===== src/rtl/shiftreg_pkg.sv =====
// Shared types and width helpers for the 74HC165 chain reader.
// Latency: n/a (declarations only).
// Backpressure: n/a (declarations only).
// Contents: state_t  - read sequencer states
//           div_cnt_w - width of the per-phase divider counter
//           bit_cnt_w - width of the sampled-bit counter
package shiftreg_pkg;

  typedef enum logic [2:0] {
    IDLE,
    LOAD,
    SETTLE,
    SHIFT_LO,
    SHIFT_HI,
    DONE
  } state_t;

  // Must hold the value CLK_DIV itself, hence the +1.
  function automatic int div_cnt_w(input int clk_div);
    return (clk_div < 1) ? 1 : $clog2(clk_div + 1);
  endfunction

  // Must hold N_BITS itself so the "all bits taken" compare never wraps.
  function automatic int bit_cnt_w(input int n_bits);
    return (n_bits < 1) ? 1 : $clog2(n_bits + 1);
  endfunction

endpackage


===== src/rtl/shiftreg_in_if.sv =====
// Bus between the control logic / 74HC165 chain and the shiftreg_in reader.
// Latency: n/a (wiring only).
// Backpressure: i_Enable is only honoured while o_Ready is high.
// Ports: i_Enable (read request), o_Ready (idle), o_Data/o_Valid (word + strobe),
//        o_SH_LD/o_CLK (to 165 SH/LD and CLK), i_QH (serial data from last 165).
interface shiftreg_in_if #(
  parameter int N_BITS = 8
) ();

  logic              i_Enable;
  logic              o_Ready;
  logic [N_BITS-1:0] o_Data;
  logic              o_Valid;
  logic              o_SH_LD;
  logic              o_CLK;
  logic              i_QH;

  // slave: the reader itself
  modport slave (
    input  i_Enable, i_QH,
    output o_Ready, o_Data, o_Valid, o_SH_LD, o_CLK
  );

  // master: control logic plus the board-side shift register chain
  modport master (
    output i_Enable, i_QH,
    input  o_Ready, o_Data, o_Valid, o_SH_LD, o_CLK
  );

endinterface


===== src/rtl/shiftreg_in_phase_timer.sv =====
// Phase timer: counts CLK_DIV cycles per sequencer phase, flags the last one.
// Latency: phase_done is high in the CLK_DIV-th cycle after a restart pulse.
// Backpressure: none; a restart always reloads, even mid-count.
// Ports: clk, rst (sync, active-high), restart (reload counter),
//        phase_done (one-cycle flag, last cycle of the phase).
module phase_timer
  import shiftreg_pkg::*;
#(
  parameter int CLK_DIV = 2
) (
  input  logic clk,
  input  logic rst,
  input  logic restart,
  output logic phase_done
);

  localparam int DW = div_cnt_w(CLK_DIV);

  logic [DW-1:0] cnt;

  // Loaded with CLK_DIV on restart; reaching 1 marks the final cycle of the
  // phase. Parks at 0 when nobody restarts it (DONE/IDLE).
  always_ff @(posedge clk) begin
    if (rst) begin
      cnt <= '0;
    end else if (restart) begin
      cnt <= DW'(CLK_DIV);
    end else if (cnt != '0) begin
      cnt <= cnt - DW'(1);
    end
  end

  assign phase_done = (cnt == DW'(1));

endmodule


===== src/rtl/shiftreg_in.sv =====
// Reads a 74HC165 chain: SH/LD load pulse, divided shift clock, QH sampled MSB-first.
// Latency: o_Valid 2*CLK_DIV + 2*CLK_DIV*N_BITS + 1 cycles after the accept cycle.
// Backpressure: o_Ready low while busy; i_Enable during a read is dropped, not queued.
// Ports: i_clk, i_rst (sync, active-high) plus bus (shiftreg_in_if.slave):
//        i_Enable/o_Ready request handshake, o_Data/o_Valid result, o_SH_LD/o_CLK/i_QH to the 165s.
module shiftreg_in
  import shiftreg_pkg::*;
#(
  parameter int N_BITS  = 8,
  parameter int CLK_DIV = 2
) (
  input logic           i_clk,
  input logic           i_rst,
  shiftreg_in_if.slave  bus
);

  localparam int BW = bit_cnt_w(N_BITS);

  state_t            state;
  state_t            state_next;
  logic              timer_restart;
  logic              phase_done;
  logic              sample;
  logic [N_BITS-1:0] shreg;
  logic [BW-1:0]     bit_cnt;

  phase_timer #(
    .CLK_DIV (CLK_DIV)
  ) u_phase_timer (
    .clk        (i_clk),
    .rst        (i_rst),
    .restart    (timer_restart),
    .phase_done (phase_done)
  );

  always_ff @(posedge i_clk) begin
    if (i_rst) begin
      state <= IDLE;
    end else begin
      state <= state_next;
    end
  end

  // Every timed phase is entered together with a timer restart, so the
  // timer's phase_done always refers to the phase we are currently in.
  always_comb begin
    state_next    = state;
    timer_restart = 1'b0;
    sample        = 1'b0;
    case (state)
      IDLE: begin
        if (bus.i_Enable) begin
          state_next    = LOAD;
          timer_restart = 1'b1;
        end
      end
      LOAD: begin
        if (phase_done) begin
          state_next    = SETTLE;
          timer_restart = 1'b1;
        end
      end
      SETTLE: begin
        if (phase_done) begin
          state_next    = SHIFT_LO;
          timer_restart = 1'b1;
        end
      end
      SHIFT_LO: begin
        // QH is stable here; the 165 only moves on the coming CLK rise.
        if (phase_done) begin
          sample        = 1'b1;
          state_next    = SHIFT_HI;
          timer_restart = 1'b1;
        end
      end
      SHIFT_HI: begin
        if (phase_done) begin
          if (bit_cnt == BW'(N_BITS)) begin
            state_next = DONE;
          end else begin
            state_next    = SHIFT_LO;
            timer_restart = 1'b1;
          end
        end
      end
      DONE: begin
        state_next = IDLE;
      end
      default: begin
        state_next = IDLE;
      end
    endcase
  end

  // Datapath and pin outputs. Outputs are decoded from state_next so the
  // registered pins line up with the state they belong to.
  always_ff @(posedge i_clk) begin
    if (i_rst) begin
      shreg       <= '0;
      bit_cnt     <= '0;
      bus.o_Ready <= 1'b1;
      bus.o_Valid <= 1'b0;
      bus.o_Data  <= '0;
      bus.o_SH_LD <= 1'b1;
      bus.o_CLK   <= 1'b0;
    end else begin
      if (state == IDLE) begin
        bit_cnt <= '0;
      end else if (sample) begin
        shreg   <= (shreg << 1) | N_BITS'(bus.i_QH);
        bit_cnt <= bit_cnt + BW'(1);
      end
      if (state_next == DONE) begin
        bus.o_Data <= shreg;
      end
      bus.o_Ready <= (state_next == IDLE);
      bus.o_Valid <= (state_next == DONE);
      bus.o_SH_LD <= (state_next != LOAD);
      bus.o_CLK   <= (state_next == SHIFT_HI);
    end
  end

endmodule

===== src/flat_wrapper.sv =====
// flat-port wrapper written by rule: the top's interface ports become plain ports
module shiftreg_in_flat import shiftreg_pkg::*;
#(
  parameter int N_BITS  = 8,
  parameter int CLK_DIV = 2
)
  (i_clk, i_rst, bus_i_Enable, bus_i_QH, bus_o_Ready, bus_o_Data, bus_o_Valid, bus_o_SH_LD, bus_o_CLK);
  shiftreg_in_if #(.N_BITS(N_BITS)) bus_i ();
  input logic i_clk;
  input logic i_rst;
  input wire logic [$bits(bus_i.i_Enable)-1:0] bus_i_Enable;
  input wire logic [$bits(bus_i.i_QH)-1:0] bus_i_QH;
  output wire logic [$bits(bus_i.o_Ready)-1:0] bus_o_Ready;
  output wire logic [$bits(bus_i.o_Data)-1:0] bus_o_Data;
  output wire logic [$bits(bus_i.o_Valid)-1:0] bus_o_Valid;
  output wire logic [$bits(bus_i.o_SH_LD)-1:0] bus_o_SH_LD;
  output wire logic [$bits(bus_i.o_CLK)-1:0] bus_o_CLK;
  assign bus_i.i_Enable = bus_i_Enable;
  assign bus_i.i_QH = bus_i_QH;
  assign bus_o_Ready = bus_i.o_Ready;
  assign bus_o_Data = bus_i.o_Data;
  assign bus_o_Valid = bus_i.o_Valid;
  assign bus_o_SH_LD = bus_i.o_SH_LD;
  assign bus_o_CLK = bus_i.o_CLK;
  shiftreg_in #(.N_BITS(N_BITS), .CLK_DIV(CLK_DIV)) u_core (.i_clk(i_clk), .i_rst(i_rst), .bus(bus_i));
endmodule

===== config.mk =====
export PLATFORM = sky130hd
export DESIGN_NAME = shiftreg_in_flat
export DESIGN_NICKNAME = d
export VERILOG_FILES = /design/src/rtl/shiftreg_pkg.sv /design/src/rtl/shiftreg_in_if.sv /design/src/rtl/shiftreg_in_phase_timer.sv /design/src/rtl/shiftreg_in.sv /design/src/flat_wrapper.sv
export SDC_FILE = /design/constraint.sdc
export NUM_CORES = 1
export LEC_CHECK = 0
export CAP_MARGIN = 20
export CELL_PAD_IN_SITES_DETAIL_PLACEMENT = 1
export CELL_PAD_IN_SITES_GLOBAL_PLACEMENT = 1
export CORE_MARGIN = 2
export CORE_UTILIZATION = 44
export CTS_CLUSTER_DIAMETER = 150
export DETAILED_ROUTE_END_ITERATION = 10
export PLACE_DENSITY_LB_ADDON = 0.1
export REMOVE_ABC_BUFFERS = 1
export SYNTH_ARGS = -nofsm -noshare
export SYNTH_HDL_FRONTEND = slang
export SYNTH_SLANG_ARGS = --single-unit

===== constraint.sdc =====
create_clock -name i_clk -period 3.8 [get_ports i_clk]
set_input_delay 0.57 -clock i_clk [delete_from_list [all_inputs] [get_ports i_clk]]
set_output_delay 0.57 -clock i_clk [all_outputs]
set_load 0.1 [all_outputs]

==> parameters.txt, run 1 <==
Parameter                              Value

Synth
  Count of unique library cells instantiated by Yosys ... 35
  Sequential area share after synthesis ... 0.4288
  Combined area of all synthesized cells ... between 1000 and 1500 um^2
  Cell count after synthesis ... 150
  Mean instance size in the synthesized netlist ... 9.025 um^2
  Synth Register Bits ... 29
  Warning count from the yosys run ... 0

Critical path
  Register-to-register path setup slack ... 1.95 ns
  Number of buffer and inverter instances along the worst setup path ... 1
  Slowest stage delay, CP ... 1.14 ns
  Worst flop-to-flop path startpoint ... u_core.u_phase_timer.cnt[0]
  Class of the most critical setup path ... flop to primary output
  Launching instance or port of the critical path ... u_core.bus.o_Data[7]
  Largest delay contributor family on the critical path ... buffers and inverters
  Worst endpoint data arrival time ... roughly 1.8 ns
  Critical Path End ... bus_o_Data[7]
  Slowest CP cell ... clkdlybuf4s50_1
  Setup crit start kind ... flop
  Endpoint required time on the critical path ... about 3.2 ns
  Element type at the critical path end ... primary output
  Series of cell instances along the critical path ... clkdlybuf4s50_1
  Critical path depth in cells ... 1
  End of the worst register-to-register path ... u_core.bit_cnt[3]
  Worst Path Max Fanout ... 2
  Depth of the worst register-to-register path ... 3

Timing
  Count of final setup violators ... 0
  Worst slew margin relative to its limit ... 0.3420
  Post-route setup TNS ... 0 ns
  Unrepaired setup endpoints after global routing ... false
  Worst-Margin Slew ... between 0.9 and 1 ns
  Final Hold Vio Count ... 0
  Final Slew Violations ... 0
  Peak clock frequency supported by timing ... around 420 MHz
  Fin Clk Skew ... 0.01074 ns
  Final period util ... 0.6246
  Minimum clock period ... 2.373 ns
  Post-route setup slack ... 1.427 ns

Routing
  Number of vias after detailed routing ... 1155
  Number of violations reported at the end of detailed-routing iteration 0 ... 6
  Avg WL per Cell ... 14.98 um
  Number of vias per cell ... 5.954
  Drt total wl ... 2907 um
  Post-route ant nets ... 0
  First drt pass iteration count ... 4
  Number of design rule violations left after detail routing ... 0

GRT
  Tot GR Track Use ... 0.1856
  Total overflow reported by the global router ... 0
  Antenna violations before repair ... 0
  Wire length of the first global-routing pass ... 4926 um
  Maximum number of pins on one net before global-route repair ... 35
  Via count of the first global-routing pass ... 1133

Floorplanning
  Die area ... 3537 um^2
  Area of the core ... 2978 um^2
  Horizontal extent of the die ... 59.47 um
  I/O pins ... 16
  Starting density of the core ... 0.4546
  Vertical die dimension ... 59.47 um
  Row count ... 20

Clock network
  Num CTS Buffers ... 5
  Number of gates resized after cts ... 0
  CTS max path bufs ... 2
  TritonCTS Sinks ... 29
  Clock transition time at the flip-flop clock pins of the worst setup and hold paths ... approximately 0.1 ns
  CTS tree ... built
  CTS root buffer ... clkbuf_4
  Worst-skew pair later-pin latency ... 0.32 ns
  H-tree lvl count ... 2
  Hold buffer count at cts ... 0
  Number of buffers added for setup after CTS ... 0

Placement
  Final weighted congestion in routability-driven placement ... a little under 0.8
  Dpl cells ... 186
  Placed Area ... between 1000 and 1500 um^2
  Number of buffers inserted by port buffering ... 15
  HPWL reported at the end of detailed placement ... between 2000 and 2500 um
  Post-placement setup slack ... ~1.6 ns

Final layout
  Diode count ... 0
  Share of post-route cells with drive strength above 1 ... 0.07453
  End-of-flow core utilization ... 0.5139
  Final design area excluding fillers ... 1530 um^2
  NumNets Final ... 166
  Layout overhead on the synthesized area ... 13.03%
  Non-filler cells, final ... around 190
  Most common cell after layout, fill and taps aside ... dfxtp_1
  Commonest cells after routing, fill and taps aside ... 29 x dfxtp_1, 18 x nand2b_1, 15 x clkdlybuf4s50_1

Pwr
  Pleak ... 0.0004735 uW
  VDD IR max ... roughly 200 uV
  Power Density ... roughly 350 nW/um^2

Hold path
  Class of the most critical hold timing path ... flop to flop

Run
  Max-cap violations ... 0

Run status
  Outcome ... finished, final reports clean
worst min-delay path by stage:
stage | start | cells after the start | to
final | u_core.bus.o_Data[4] | 2 | u_core.bus.o_Data[4]
after CTS | u_core.bit_cnt[3] | 2 | u_core.bit_cnt[3]
after global placement | u_core.bus.o_Data[2] | 2 | u_core.bus.o_Data[2]
after floorplan | u_core.shreg[0] | 2 | u_core.shreg[1]
after global routing | u_core.bus.o_Data[4] | 2 | u_core.bus.o_Data[4]
after detailed placement | u_core.bus.o_Data[0] | 2 | u_core.bus.o_Data[0]
power breakdown:
group,switching (uW),internal (uW),leakage [uW]
sequential,6.05,308,0.000235
combinational,30.7,16.8,0.000207
clock,105,70.4,0.0000320
final cells by class:
| class | count | area (um^2) |
|---|---|---|
| clock inverter | 2 | 10.01 |
| inverter | 5 | 18.77 |
| multi-input combinational | 104 | 688.2 |
| fill | 350 | 1448 |
| clock buffer | 6 | 41.29 |
| sequential | 29 | 580.6 |
| timing repair buffer | 15 | 150.1 |
| tap | 33 | 41.29 |
registers in the layout, summed over array words and instances (netlist names):
name / cells
u_core.bit_cnt: 4
u_core.bus.o_CLK: 1
u_core.bus.o_Data: 8
u_core.bus.o_Ready: 1
u_core.bus.o_SH_LD: 1
u_core.bus.o_Valid: 1
u_core.shreg: 8
u_core.state: 3
u_core.u_phase_timer.cnt: 2
metrics by stage:
step | hold slack (ns) | power, uW
final | 0.4805 | 537.1
after global routing | 0.5125 | 566.3
after CTS | 0.4864 | 544.2
after detailed placement | 0.4736 | 368.7
after global placement | 0.4565 | 367.9
after floorplan | 0.4474 | 351.9
cell usage after synthesis:
cell type   n  share of area
nor2_1      2         0.0055
a21o_1      1         0.0055
buf_4       1         0.0055
buf_2       2         0.0074
a311o_1     1         0.0074
a32oi_1     1         0.0065
and3b_1     2          0.013
nand3_1    13          0.048
nor2b_1     3          0.014
inv_1       5          0.014
or4_1       2          0.011
buf_6       2          0.017
mux2i_1     8          0.059
nor4_1      2         0.0092
clkbuf_1    6          0.017
a211o_2     2          0.015
nor4b_1     2          0.013
or3b_2      1         0.0065
nor3_4      1          0.012
o31ai_1     2          0.011
nand2b_1   18          0.083
a221oi_1    1         0.0065
buf_1       1         0.0028
o211ai_1    1         0.0055
a21oi_1    14          0.052
nand4_1     1         0.0046
a31oi_1     4          0.018
ha_1        2          0.018
or2_1       1         0.0046
nand3b_1    3          0.017
or3_1       1         0.0046
o21ai_0    12          0.044
and3b_2     1         0.0074
dfxtp_1    29           0.43
nand2_1     2         0.0055
metal layers:
metal,wire (um),vias up,GRT usage
li1,-,561,-
met1,1265,566,0.2045
met2,1497,22,0.3250
met3,99,6,0.05459
met4,46,0,0.08442
met5,0,-,0
cell families after synthesis:
group	after synthesis	synth area share
buffers and inverters	17	0.06285
DFF	29	0.4288
muxes	8	0.05915
adders and majority gates	2	0.01848
AOI/OAI and AO/OA	39	0.1719
and+or+nand+nor	55	0.2588
Power figures use the tool's default switching activity.
==> inputs of run 2 (changes only) <==
--- a/config.mk
+++ b/config.mk
@@ -9,7 +9,7 @@
 export CELL_PAD_IN_SITES_DETAIL_PLACEMENT = 1
 export CELL_PAD_IN_SITES_GLOBAL_PLACEMENT = 1
 export CORE_MARGIN = 2
-export CORE_UTILIZATION = 44
+export CORE_UTILIZATION = 37
 export CTS_CLUSTER_DIAMETER = 150
 export DETAILED_ROUTE_END_ITERATION = 10
 export PLACE_DENSITY_LB_ADDON = 0.1
==> constraint.sdc (replaced) <==
create_clock -name i_clk -period 2 [get_ports i_clk]
set_input_delay 0.3 -clock i_clk [delete_from_list [all_inputs] [get_ports i_clk]]
set_output_delay 0.3 -clock i_clk [all_outputs]
set_load 0.1 [all_outputs]
==> parameters.txt, run 2 (synthesis results as in run 1) <==
Parameter                              Value

Run status
  Outcome ... finished, final reports clean

Critical path
  Critical path depth in cells ... 5
  End of the worst register-to-register path ... u_core.bus.o_Data[1]
  Element type at the critical path end ... flop
  Worst endpoint data arrival time ... 1.89 ns
  Number of buffer and inverter instances along the worst setup path ... 1
  Class of the most critical setup path ... flop to flop
  Slowest CP cell ... nor3_4
  Worst flop-to-flop path startpoint ... u_core.bit_cnt[0]
  Setup crit start kind ... flop
  Largest delay contributor family on the critical path ... simple AND/OR/NAND/NOR gates
  Endpoint required time on the critical path ... 2.27 ns
  Series of cell instances along the critical path ... inv_1, ha_1, nand3b_1, nor3_4, mux2i_1
  Slowest stage delay, CP ... between 0.5 and 0.6 ns
  Register-to-register path setup slack ... 0.39 ns
  Worst Path Max Fanout ... 8
  Depth of the worst register-to-register path ... 5

Routing
  Number of vias after detailed routing ... 1142
  Number of vias per cell ... 5.387
  Drt total wl ... approximately 3100 um
  Number of violations reported at the end of detailed-routing iteration 0 ... 38
  Number of design rule violations left after detail routing ... 0
  First drt pass iteration count ... 4
  Avg WL per Cell ... 14.66 um
  Post-route ant nets ... 0

Clock network
  TritonCTS Sinks ... 29
  CTS root buffer ... clkbuf_4
  Clock transition time at the flip-flop clock pins of the worst setup and hold paths ... about 0.10 ns
  Num CTS Buffers ... 5
  CTS tree ... built
  Worst-skew pair later-pin latency ... about 0.34 ns
  Number of buffers added for setup after CTS ... 0
  H-tree lvl count ... 2
  CTS max path bufs ... 2
  Number of gates resized after cts ... 0
  Hold buffer count at cts ... 0

Placement
  Number of buffers inserted by port buffering ... 15
  Final weighted congestion in routability-driven placement ... 0.7793
  HPWL reported at the end of detailed placement ... between 2000 and 2500 um
  Placed Area ... 1503 um^2

Final layout
  Diode count ... 0
  Commonest cells after routing, fill and taps aside ... 29 x dfxtp_1, 18 x nand2b_1, 17 x buf_4
  NumNets Final ... 171
  End-of-flow core utilization ... 0.4560
  Final design area excluding fillers ... ~1600 um^2
  Share of post-route cells with drive strength above 1 ... 0.1807
  Registers with the most flip-flops ... u_core.bus.o_Data (8), u_core.shreg (8), u_core.bit_cnt (4)
  Most common cell after layout, fill and taps aside ... dfxtp_1
  Layout overhead on the synthesized area ... 15.06%

Timing
  Minimum clock period ... 1.614 ns
  Worst-Margin Slew ... 0.5359 ns
  Hold_ws ... 0.4823 ns
  Post-route setup TNS ... 0 ns
  Final Hold Vio Count ... 0
  Fin Clk Skew ... 0.006290 ns
  Count of final setup violators ... 0
  Final Slew Violations ... 0
  Peak clock frequency supported by timing ... 619.6 MHz
  Final period util ... 0.8069
  Unrepaired setup endpoints after global routing ... false
  Worst slew margin relative to its limit ... 0.6416

GRT
  Via count of the first global-routing pass ... between 1000 and 1500
  Maximum number of pins on one net before global-route repair ... 35
  Total overflow reported by the global router ... 0
  Wire length of the first global-routing pass ... between 5000 and 6000 um
  Tot GR Track Use ... 0.1716
  Antenna violations before repair ... 0

Floorplanning
  Row count ... 21
  Horizontal extent of the die ... between 60 and 70 um
  Die area ... 4159 um^2
  Area of the core ... 3416 um^2
  Starting density of the core ... 0.3963
  I/O pins ... 16
  Vertical die dimension ... around 64 um

Hold path
  Min-Delay Path Depth ... 2
  WHS Endpoint ... u_core.bus.o_Data[5]
  Hold path startpoint ... u_core.bus.o_Data[5]
  Class of the most critical hold timing path ... flop to flop

Pwr
  PnR Total Power ... 1053 uW
  VDD IR max ... 326.8 uV
  Pleak ... a little over 0.0005 uW
  Power Density ... about 680 nW/um^2

Run
  Max-cap violations ... 0
run 2: report_power, final:
part | switching, uW | internal (uW)
clock network | 230 | 132
registers | 9.48 | 585
logic | 62.6 | 33.5
total | 302 | 751
run 2: how the worst max path moves through the flow:
stage | start | endpoint
4_1_cts | u_core.bit_cnt[0] | u_core.bus.o_Data[1]
5_1_grt | u_core.bit_cnt[0] | u_core.bus.o_Data[1]
6_report | u_core.bit_cnt[0] | u_core.bus.o_Data[1]
3_3_place_gp | bus_i_Enable | u_core.u_phase_timer.cnt[1]
2_1_floorplan | u_core.u_phase_timer.cnt[0] | u_core.bit_cnt[3]
3_5_place_dp | u_core.bit_cnt[0] | u_core.bus.o_Data[1]
run 2: layout make-up:
cell class	instances	area (um^2)
inverters	5	18.77
fillers	414	1858
clock inverters	3	17.52
clock buffers	5	37.54
multi-input cells	104	688.2
flip-flops and latches	29	580.6
repair buffers	20	157.7
well taps	46	57.56
run 2: routing by layer:
metal / vias up / routed length [um] / global-route usage
met2: 25 / 1461 / 0.2891
met3: 6 / 132 / 0.04861
met4: 0 / 65 / 0.07713
met1: 539 / 1447 / 0.2026
met5: - / 0 / 0
li1: 572 / - / -
run 2: worst register-to-register path: stages, from the launching register on:
cell and delay [ns]:
dfxtp_1 0.35, inv_1 0.08, ha_1 0.14, nand3b_1 0.20
nor3_4 0.53, mux2i_1 0.25
run 2: through the flow:
step | instances | worst slack [ns]
final | 212 | 0.3862
after global routing | 212 | 0.2208
after CTS | 212 | 0.3393
after detailed placement | 204 | 0.3693
after global placement | 204 | 0.3853
after floorplan | 138 | 0.5319
==> inputs of run 3 (changes only) <==
--- a/config.mk
+++ b/config.mk
@@ -9,7 +9,7 @@
 export CELL_PAD_IN_SITES_DETAIL_PLACEMENT = 1
 export CELL_PAD_IN_SITES_GLOBAL_PLACEMENT = 1
 export CORE_MARGIN = 2
-export CORE_UTILIZATION = 37
+export CORE_UTILIZATION = 41
 export CTS_CLUSTER_DIAMETER = 150
 export DETAILED_ROUTE_END_ITERATION = 10
 export PLACE_DENSITY_LB_ADDON = 0.1
==> constraint.sdc (replaced) <==
create_clock -name i_clk -period 1.5 [get_ports i_clk]
set_input_delay 0.225 -clock i_clk [delete_from_list [all_inputs] [get_ports i_clk]]
set_output_delay 0.225 -clock i_clk [all_outputs]
set_load 0.1 [all_outputs]
==> parameters.txt, run 3 (synthesis results as in run 1) <==
Parameter                              Value

Hold path
  Min-Delay Path Depth ... 3
  WHS Endpoint ... u_core.shreg[0]
  Class of the most critical hold timing path ... primary input to flop
  Hold path startpoint ... bus_i_QH

Routing
  Number of design rule violations left after detail routing ... 0
  Drt total wl ... approximately 3900 um
  Number of violations reported at the end of detailed-routing iteration 0 ... 40
  Number of vias after detailed routing ... about 1200
  First drt pass iteration count ... 4
  Number of vias per cell ... 5.592
  Avg WL per Cell ... roughly 17 um
  Post-route ant nets ... 0

Placement
  Placed Area ... 1728 um^2
  Number of buffers inserted by port buffering ... 15
  Final weighted congestion in routability-driven placement ... 0.8113
  Post-placement setup slack ... -0.04303 ns
  HPWL reported at the end of detailed placement ... 2531 um

Final layout
  Share of post-route cells with drive strength above 1 ... 0.2793
  NumNets Final ... 184
  Final design area excluding fillers ... 1848 um^2
  Count of filler cells inserted in the layout ... 363
  Diode count ... 0
  Commonest cells after routing, fill and taps aside ... 25 x dfxtp_1, 18 x nand2b_1, 16 x buf_4
  Layout overhead on the synthesized area ... 36.51%
  Registers with the most flip-flops ... u_core.bus.o_Data (8), u_core.shreg (8), u_core.bit_cnt (4)
  Most common cell after layout, fill and taps aside ... dfxtp_1

Timing
  Post-route setup slack ... -0.01571 ns
  Fin Clk Skew ... 0.01097 ns
  Hold_ws ... 0.4460 ns
  Count of final setup violators ... 1
  Unrepaired setup endpoints after global routing ... true
  Minimum clock period ... about 1.5 ns
  Worst slew margin relative to its limit ... 0.7229
  Peak clock frequency supported by timing ... 659.8 MHz
  Final period util ... 1.010
  Final Slew Violations ... 0
  Worst-Margin Slew ... a little over 0.4 ns
  Final Hold Vio Count ... 0

Critical path
  Register-to-register path setup slack ... -0.02 ns
  Series of cell instances along the critical path ... nand3b_1, buf_4, or4_1, a21oi_1
  Launching instance or port of the critical path ... u_core.u_phase_timer.cnt[0]
  Slowest CP cell ... or4_1
  Class of the most critical setup path ... flop to flop
  Worst flop-to-flop path startpoint ... u_core.u_phase_timer.cnt[0]
  Setup crit start kind ... flop
  Worst Path Max Fanout ... 11
  Element type at the critical path end ... flop
  Largest delay contributor family on the critical path ... simple AND/OR/NAND/NOR gates
  Endpoint required time on the critical path ... 1.78 ns
  Number of buffer and inverter instances along the worst setup path ... 1
  Depth of the worst register-to-register path ... 4
  Slowest stage delay, CP ... 0.52 ns
  Worst endpoint data arrival time ... around 1.8 ns
  End of the worst register-to-register path ... u_core.bit_cnt[3]

Clock network
  TritonCTS Sinks ... 29
  Num CTS Buffers ... 5
  Clock transition time at the flip-flop clock pins of the worst setup and hold paths ... approximately 0.10 ns
  CTS tree ... built
  H-tree lvl count ... 2
  CTS root buffer ... clkbuf_4
  Hold buffer count at cts ... 0
  CTS max path bufs ... 2
  Worst-skew pair later-pin latency ... between 0.3 and 0.4 ns

Run status
  Outcome ... finished, violations left
  Failing checks ... setup timing

GRT
  Maximum number of pins on one net before global-route repair ... 35
  Total overflow reported by the global router ... 0
  Via count of the first global-routing pass ... 1255
  Wire length of the first global-routing pass ... approximately 5800 um
  Tot GR Track Use ... 0.2150
  Antenna violations before repair ... 0

Floorplanning
  Row count ... 20
  Die area ... around 3800 um^2
  Area of the core ... 3103 um^2
  Starting density of the core ... 0.4363
  Vertical die dimension ... 61.46 um
  Horizontal extent of the die ... ~60 um
  I/O pins ... 16

Pwr
  Power Density ... roughly 770 nW/um^2
  VDD IR max ... roughly 430 uV
  Pleak ... approximately 0.00063 uW

Run
  Max-cap violations ... 0
## run 3: cell types whose count changed in the layout (fill, tap and decap cells not counted), sizes merged
cell	before	now
buf	17	30
clkbuf	5	6
clkinvlp	1	0
## run 3: layout make-up
class | instances | area [um^2] | area share
clock inverter | 2 | 10.01 | 0.005416
sequential | 29 | 585.6 | 0.3169
inverter | 5 | 18.77 | 0.01016
tap | 44 | 55.05 | 0.02979
clock buffer | 6 | 41.29 | 0.02234
timing repair buffer | 33 | 430.4 | 0.2329
multi-input combinational | 104 | 706.9 | 0.3825
## run 3: power by group
| group | total (uW) | switching [uW] | internal (uW) |
|---|---|---|---|
| Clock | 468 | 290 | 178 |
| Combinational | 155 | 90.4 | 64.7 |
| Sequential | 797 | 15.6 | 781 |
| Total | 1420 | 396 | 1020 |
## run 3: timing repair
action / 4_1_cts / 5_1_grt
resized for setup: 2 / 7
buffers inserted: 3 / 3
pin swaps: 2 / 3
gates cloned: 0 / 0
setup endpoints to repair: 6 / 15
## run 3: how the worst max path moves through the flow
stage          cells after the start           endpoint
4_1_cts                            4    u_core.state[1]
2_1_floorplan                      3  u_core.bit_cnt[3]
5_1_grt                            4  u_core.bit_cnt[3]
3_5_place_dp                       5   u_core.bus.o_CLK
6_report                           4  u_core.bit_cnt[3]
3_3_place_gp                       5   u_core.bus.o_CLK
## run 3: worst reg2reg max path: stages (launching register included)
cell and delay [ns]:
dfxtp_2 0.44, nand3b_1 0.17, buf_4 0.18, or4_1 0.52, a21oi_1 0.15
## run 3: per-layer routing
metal  vias to the layer above  track usage  wire [um]
li1                        592            -          -
met1                       625       0.2261       1622
met2                        23       0.3815       2059
met3                         7      0.07353        143
met4                         0       0.1064         74
met5                         -            0          0
## run 3: through the flow
stage	instances	total power, uW	setup TNS, ns	util
finish	223	1420	-0.01571	0.5956
global route	223	1484	-0.1288	0.5956
CTS	220	1430	0	0.5831
detailed placement	209	963.5	-0.04312	0.5569
global placement	209	959.3	0	0.5569
floorplan	138	891.4	0	-
